<file path="src/rtl/muldiv_pkg.sv">
// Shared definitions for the HI/LO multiply/divide sequencer.
// Op codes follow the EXE-stage encoding; 0 and 7 are never issued legally.
package muldiv_pkg;

  localparam int XLEN = 32;

  typedef enum logic [2:0] {
    OP_NONE  = 3'd0,
    OP_MULT  = 3'd1,
    OP_MULTU = 3'd2,
    OP_DIV   = 3'd3,
    OP_DIVU  = 3'd4,
    OP_MTHI  = 3'd5,
    OP_MTLO  = 3'd6,
    OP_ILL   = 3'd7
  } op_e;

  typedef enum logic [1:0] {
    ST_IDLE = 2'd0,
    ST_MUL  = 2'd1,
    ST_DIV  = 2'd2,
    ST_DONE = 2'd3
  } state_e;

  function automatic logic op_legal(input op_e op);
    return (op != OP_NONE) && (op != OP_ILL);
  endfunction

  function automatic logic op_is_mul(input op_e op);
    return (op == OP_MULT) || (op == OP_MULTU);
  endfunction

  function automatic logic op_is_div(input op_e op);
    return (op == OP_DIV) || (op == OP_DIVU);
  endfunction

endpackage

</file>
<file path="src/rtl/muldiv_hilo.sv">
// Architectural HI/LO with a staging pair; staged values move into HI/LO
// only on a commit that is not flushed in the same cycle.
module muldiv_hilo
  import muldiv_pkg::*;
(
  input  logic            clk,
  input  logic            resetn,
  input  logic            stage_en,
  input  logic [XLEN-1:0] stage_hi_d,
  input  logic [XLEN-1:0] stage_lo_d,
  input  logic            commit_req,
  input  logic            cancel,
  output logic [XLEN-1:0] hi,
  output logic [XLEN-1:0] lo
);

  logic [XLEN-1:0] stage_hi_q;
  logic [XLEN-1:0] stage_lo_q;
  logic            commit;

  assign commit = commit_req & ~cancel;

  always_ff @(posedge clk) begin
    if (!resetn) begin
      stage_hi_q <= '0;
      stage_lo_q <= '0;
    end else if (stage_en) begin
      stage_hi_q <= stage_hi_d;
      stage_lo_q <= stage_lo_d;
    end
  end

  always_ff @(posedge clk) begin
    if (!resetn) begin
      hi <= '0;
      lo <= '0;
    end else if (commit) begin
      hi <= stage_hi_q;
      lo <= stage_lo_q;
    end
  end

endmodule

</file>
<file path="src/rtl/muldiv_ctrl.sv">
// Multiply/divide sequencer: accepts one HI/LO-class op at a time, drives the
// shared engines with a level-held begin, and commits results to HI/LO.
// state | meaning
// IDLE  | ready for a request, both begins low
// MUL   | multiply engine running, waiting for mult_end
// DIV   | divide engine running, waiting for div_end
// DONE  | result staged, done pulse, commit at end of cycle unless cancelled
module muldiv_ctrl
  import muldiv_pkg::*;
(
  input  logic                clk,
  input  logic                resetn,
  input  logic                req_valid,
  input  logic [2:0]          req_op,
  input  logic [XLEN-1:0]     req_op1,
  input  logic [XLEN-1:0]     req_op2,
  output logic                req_ready,
  input  logic                cancel,
  output logic                mult_begin,
  output logic                mult_sign,
  output logic [XLEN-1:0]     mult_op1,
  output logic [XLEN-1:0]     mult_op2,
  input  logic [2*XLEN-1:0]   product,
  input  logic                mult_end,
  output logic                div_begin,
  output logic                div_sign,
  output logic [XLEN-1:0]     div_op1,
  output logic [XLEN-1:0]     div_op2,
  input  logic [XLEN-1:0]     quotient,
  input  logic [XLEN-1:0]     remainder,
  input  logic                div_end,
  output logic                busy,
  output logic                done,
  output logic [XLEN-1:0]     hi,
  output logic [XLEN-1:0]     lo
);

  state_e          state_q;
  state_e          state_d;
  op_e             op_q;
  op_e             req_op_e;
  logic [XLEN-1:0] op1_q;
  logic [XLEN-1:0] op2_q;
  logic            accept;
  logic            div_zero;

  logic            stage_en;
  logic [XLEN-1:0] stage_hi_d;
  logic [XLEN-1:0] stage_lo_d;

  assign req_op_e = op_e'(req_op);
  assign div_zero = (req_op2 == '0);
  assign accept   = req_valid & req_ready & ~cancel & op_legal(req_op_e);

  always_ff @(posedge clk) begin
    if (!resetn) begin
      state_q <= ST_IDLE;
    end else begin
      state_q <= state_d;
    end
  end

  always_comb begin
    state_d = state_q;
    case (state_q)
      ST_IDLE: begin
        if (accept) begin
          if (op_is_mul(req_op_e)) begin
            state_d = ST_MUL;
          end else if (op_is_div(req_op_e) && !div_zero) begin
            state_d = ST_DIV;
          end else begin
            state_d = ST_DONE;
          end
        end
      end
      ST_MUL: begin
        if (cancel) begin
          state_d = ST_IDLE;
        end else if (mult_end) begin
          state_d = ST_DONE;
        end
      end
      ST_DIV: begin
        if (cancel) begin
          state_d = ST_IDLE;
        end else if (div_end) begin
          state_d = ST_DONE;
        end
      end
      ST_DONE: state_d = ST_IDLE;
      default: state_d = ST_IDLE;
    endcase
  end

  // Outputs gated with resetn so they read quiet during the reset cycle itself.
  always_comb begin
    req_ready  = resetn & (state_q == ST_IDLE);
    busy       = resetn & (state_q != ST_IDLE);
    done       = resetn & (state_q == ST_DONE);
    mult_begin = resetn & (state_q == ST_MUL);
    div_begin  = resetn & (state_q == ST_DIV);
    mult_sign  = mult_begin & (op_q == OP_MULT);
    div_sign   = div_begin & (op_q == OP_DIV);
  end

  // Operands are captured once at accept and held for the engine residency.
  always_ff @(posedge clk) begin
    if (!resetn) begin
      op_q  <= OP_NONE;
      op1_q <= '0;
      op2_q <= '0;
    end else if (accept) begin
      op_q  <= req_op_e;
      op1_q <= req_op1;
      op2_q <= req_op2;
    end
  end

  assign mult_op1 = op1_q;
  assign mult_op2 = op2_q;
  assign div_op1  = op1_q;
  assign div_op2  = op2_q;

  // Staged values default to current HI/LO so partial writes keep the other half.
  always_comb begin
    stage_en   = 1'b0;
    stage_hi_d = hi;
    stage_lo_d = lo;
    case (state_q)
      ST_IDLE: begin
        if (accept) begin
          case (req_op_e)
            OP_DIV, OP_DIVU: stage_en = div_zero;
            OP_MTHI: begin
              stage_en   = 1'b1;
              stage_hi_d = req_op1;
            end
            OP_MTLO: begin
              stage_en   = 1'b1;
              stage_lo_d = req_op1;
            end
            default: stage_en = 1'b0;
          endcase
        end
      end
      ST_MUL: begin
        if (mult_end && !cancel) begin
          stage_en   = 1'b1;
          stage_hi_d = product[2*XLEN-1:XLEN];
          stage_lo_d = product[XLEN-1:0];
        end
      end
      ST_DIV: begin
        if (div_end && !cancel) begin
          stage_en   = 1'b1;
          stage_hi_d = remainder;
          stage_lo_d = quotient;
        end
      end
      default: stage_en = 1'b0;
    endcase
  end

  muldiv_hilo u_hilo (
    .clk        (clk),
    .resetn     (resetn),
    .stage_en   (stage_en),
    .stage_hi_d (stage_hi_d),
    .stage_lo_d (stage_lo_d),
    .commit_req (state_q == ST_DONE),
    .cancel     (cancel),
    .hi         (hi),
    .lo         (lo)
  );

endmodule

</file>
<file path="config.mk">
export PLATFORM = sky130hd
export DESIGN_NAME = muldiv_ctrl
export DESIGN_NICKNAME = d
export VERILOG_FILES = /design/src/rtl/muldiv_pkg.sv /design/src/rtl/muldiv_hilo.sv /design/src/rtl/muldiv_ctrl.sv
export SDC_FILE = /design/constraint.sdc
export NUM_CORES = 1
export LEC_CHECK = 0
export ABC_AREA = 0
export ABC_CLOCK_PERIOD_IN_PS = 2900
export BUFFER_PORTS_ARGS = -buffer_cell sky130_fd_sc_hd__buf_2
export CAP_MARGIN = 15
export CORE_MARGIN = 3
export CORE_UTILIZATION = 45
export CTS_CLUSTER_DIAMETER = 80
export DETAILED_ROUTE_END_ITERATION = 8
export PLACE_DENSITY_LB_ADDON = 0.05
export SYNTH_ARGS = -nofsm -noshare
export SYNTH_HDL_FRONTEND = slang
export SYNTH_SLANG_ARGS = --single-unit
</file>
<file path="constraint.sdc">
create_clock -name clk -period 2.9 [get_ports clk]
set_clock_uncertainty 0.1 [all_clocks]
set_input_delay 0.435 -clock clk [delete_from_list [all_inputs] [get_ports clk]]
set_output_delay 0.435 -clock clk [all_outputs]
set_load 0.1 [all_outputs]
</file>
==> results.md <==
- Worst r2r src: state_q[0]
- Post-DR wirelength/cell: between 20 and 25 µm
- M1 WL: approximately 16,000 µm
- YS warnings: 0
- Post-Syn Instances: between 1,000 and 1,500
- Crit path required time: 2.37 ns
- Setup WS pre-CTS: 0.416 ns
- Number of synthesized flops with an enable pin: 0
- CTS Sinks: 197
- PortBufs: 399
- Initial Utilization: 46.3%
- Post-synth design cell area: 11,000 µm²
- Largest fanout on the critical path: 50
- Async SR Flop Fraction: 0%
- Synthesized flop and latch total: 197
- Internal cell power: approximately 5200 µW
- Initial drt markers: ~750
- Placed inst area: 12,800 µm²
- CP bufs+invs: 3
- Reg power frac: 35.4%
- Max H-tree Level: 4
- CTS tree: yes
- Worst VDD drop: 0.567 mV
- Synth-to-Final Area Change: 22.3%
- CP peak stage delay: 0.42 ns
- Avg Cell Area, Syn: around 8.5 µm²
- Sequential element share of the synthesized area: between 30% and 40%
- CP Launch Point: state_q[0]
- GRT overflow: 0
- LEAKAGE: 0.00619 µW
- Top cell type's share of synthesized area: a little over a third
- Final worst path period share: between 90% and 100%
- Via density: about 5.6
- Layout cells sized above 1: 38.4%
- Critical Path End Type: primary output
- Slew headroom: between 60% and 70%
- # IOs: 400
- Metal3 WL: 2330 µm
- Largest net degree at the start of global routing: between 100 and 150
- Synth area leader: dfxtp_1
- Post-layout minimum cycle time: 2.68 ns
- Worst hold path class: input port to flip-flop
- Ranking of synthesized cells by area: dfxtp_1 (36%), mux2_2 (13%), nand2_1 (10%)
- Final Setup Violations: 0
- Vias: 10,500
- Worst-Skew Late Latency: 0.44 ns
- Placed insts: 1,850
- Die footprint: between 20,000 and 30,000 µm²
- Post-Layout Inst Area: 13,400 µm²
- Power Dens Cells: 672 nW/µm²
- Fill cells: 2,282
- Final Hold Vio Count: 0
- CTS Buf Count: 17
- Primary FF master, synth: dfxtp_1
- Core ar.: 23,700 µm²
- Max Fclk: around 0.37 GHz
- First-pass GRT wire length: ~57,000 µm
- Critical path class: flip-flop to primary output
- Metal2 WL: 18,500 µm
- Final net count: between 1,500 and 2,000
- Total negative setup slack: 0 ns
- Logic pwr share: between 30% and 40%
- Slew @ Worst Pin: ~0.6 ns
- Clock-pin transition on the worst setup and hold timing paths: about 0.08 ns
- Clock network power share: ~28%
- Clock Path Buffers: 2
- Gpl congestion: 0.898
- Worst EP arrival: around 2.1 ns
- GRT Total Usage: 27.7%
- Net Count, Synth: around 1,500
- Worst Hold Launch: req_op2[14]
- ANT nets after route: 0
- Slowest CP cell: buf_2
- # DRC: 0
- RSZ-0062 raised after global routing: no
- Switching Share: between 40% and 50%
- CP top delay family: buffers and inverters
- Number of global-route vias before repair: 9,854
- Top sig layer: met5
- Util after Layout: roughly 57%
- Maxcap violations: 0
- Psw: 3810 µW
- Post-route insts no fill: 1,883
- Die Wd: 162 µm
- Cell row count: 56
- Post-Route WL: 37,700 µm
- Slew Limit Fails: 0
- Resized Gates After CTS: 0
- Chip height: 162 µm
- Run status: completed
- Post-synthesis cell type count: 35
- HPWL after DPL: 26,600 µm
- CP cell instances: inv_1, ha_4, buf_6, and2_1, buf_2
- Final worst setup slack: 0.224 ns
- Antenna violations before repair: 2
- Hold-fix buffers, CTS: 0
- CTS root buf: clkbuf_16
- Commonest non-fill, non-tap cell in the layout: buf_2
- Startpoint types: flip-flop
- Most frequent cells in the layout: buf_2 (395), nand2_1 (304), dfxtp_1 (197)
- Post-CTS setup buffers: 0
- Pre-Repair DR Iteration Count: 5
kinds of logic after synthesis:
logic type	after synthesis	synth area share, %
AO/OA/AOI/OAI	276	20.2
flip-flops	197	36.0
XOR/XNOR	1	0.0799
buffers and inverters	186	9.23
AND/OR/NAND/NOR	496	20.7
adder cells (fa/ha/maj)	6	0.684
multiplexers	128	13.1
synth_stat cells (2+ instances only):
library cell	count
nand2_1	304
dfxtp_1	197
a21boi_0	130
mux2_2	128
nand3_1	87
buf_4	73
clkbuf_1	68
nand4_1	66
a22oi_1	65
o211a_1	64
buf_2	32
buf_1	9
nor4_1	8
a21oi_1	6
and2_1	6
ha_1	6
nor2b_1	6
nand2b_1	5
inv_1	4
o21ai_0	4
nor3b_1	3
o211ai_1	3
nand4b_1	2
nor2_1	2
nor4b_2	2
sequential cells by signal (all words and copies together) (netlist names):
register,cells
div_op1,32
div_op2,32
u_hilo.hi,32
u_hilo.lo,32
u_hilo.stage_hi_q,32
u_hilo.stage_lo_q,32
op_q,3
state_q,2
metal layers:
| layer | track usage (%) | vias to the layer above |
|---|---|---|
| met5 | 0 | - |
| met4 | 7.48 | 2 |
| met3 | 4.46 | 45 |
| met2 | 46.6 | 365 |
| met1 | 36.9 | 5027 |
| li1 | - | 5057 |
power groups by stage:
| stage | clock network, µW | logic (µW) | registers [µW] |
|---|---|---|---|
| after global routing | 2640 | 3540 | 3220 |
| after global placement | 0 | 3280 | 3240 |
| after CTS | 2530 | 3330 | 3180 |
| after detailed placement | 0 | 3320 | 3240 |
| final | 2500 | 3330 | 3190 |
| after floorplan | 0 | 2140 | 3600 |
worst reg2reg max path, cell delays in order, from the launching register on:
cell and delay (ns):
dfxtp_1 0.35, inv_1 0.16, ha_4 0.18, and4b_1 0.37
o211ai_1 0.19, o32ai_4 0.30, buf_12 0.37, nand4_1 0.22
o211a_1 0.16
path summary, 6_finish.rpt:
| check | slack, ns | cells after the start | to |
|---|---|---|---|
| setup / recovery | 0.22 | 5 | req_ready |
| hold / removal | 0.15 | 3 | div_op2[14] |
| setup reg to reg | 0.39 | 8 | u_hilo.stage_lo_q[16] |
| hold reg to reg | 0.36 | 2 | u_hilo.hi[1] |
layout make-up:
type	count	area [µm²]	area share [%]
diodes	1	2.50	0.0187
clock buffers	18	429	3.20
clock inverters	14	190	1.42
inverters	4	15.0	0.112
multi-input cells	907	6110	45.6
flip-flops and latches	197	3940	29.4
well taps	319	399	2.98
repair buffers	423	2320	17.3
per-stage QoR:
stage,total power [µW],hold WS (ns)
2_1_floorplan,5740,0.341
3_3_place_gp,6520,0.351
3_5_place_dp,6560,0.360
4_1_cts,9050,0.141
5_1_grt,9410,0.160
6_report,9020,0.147
Power figures use the tool's default switching activity.
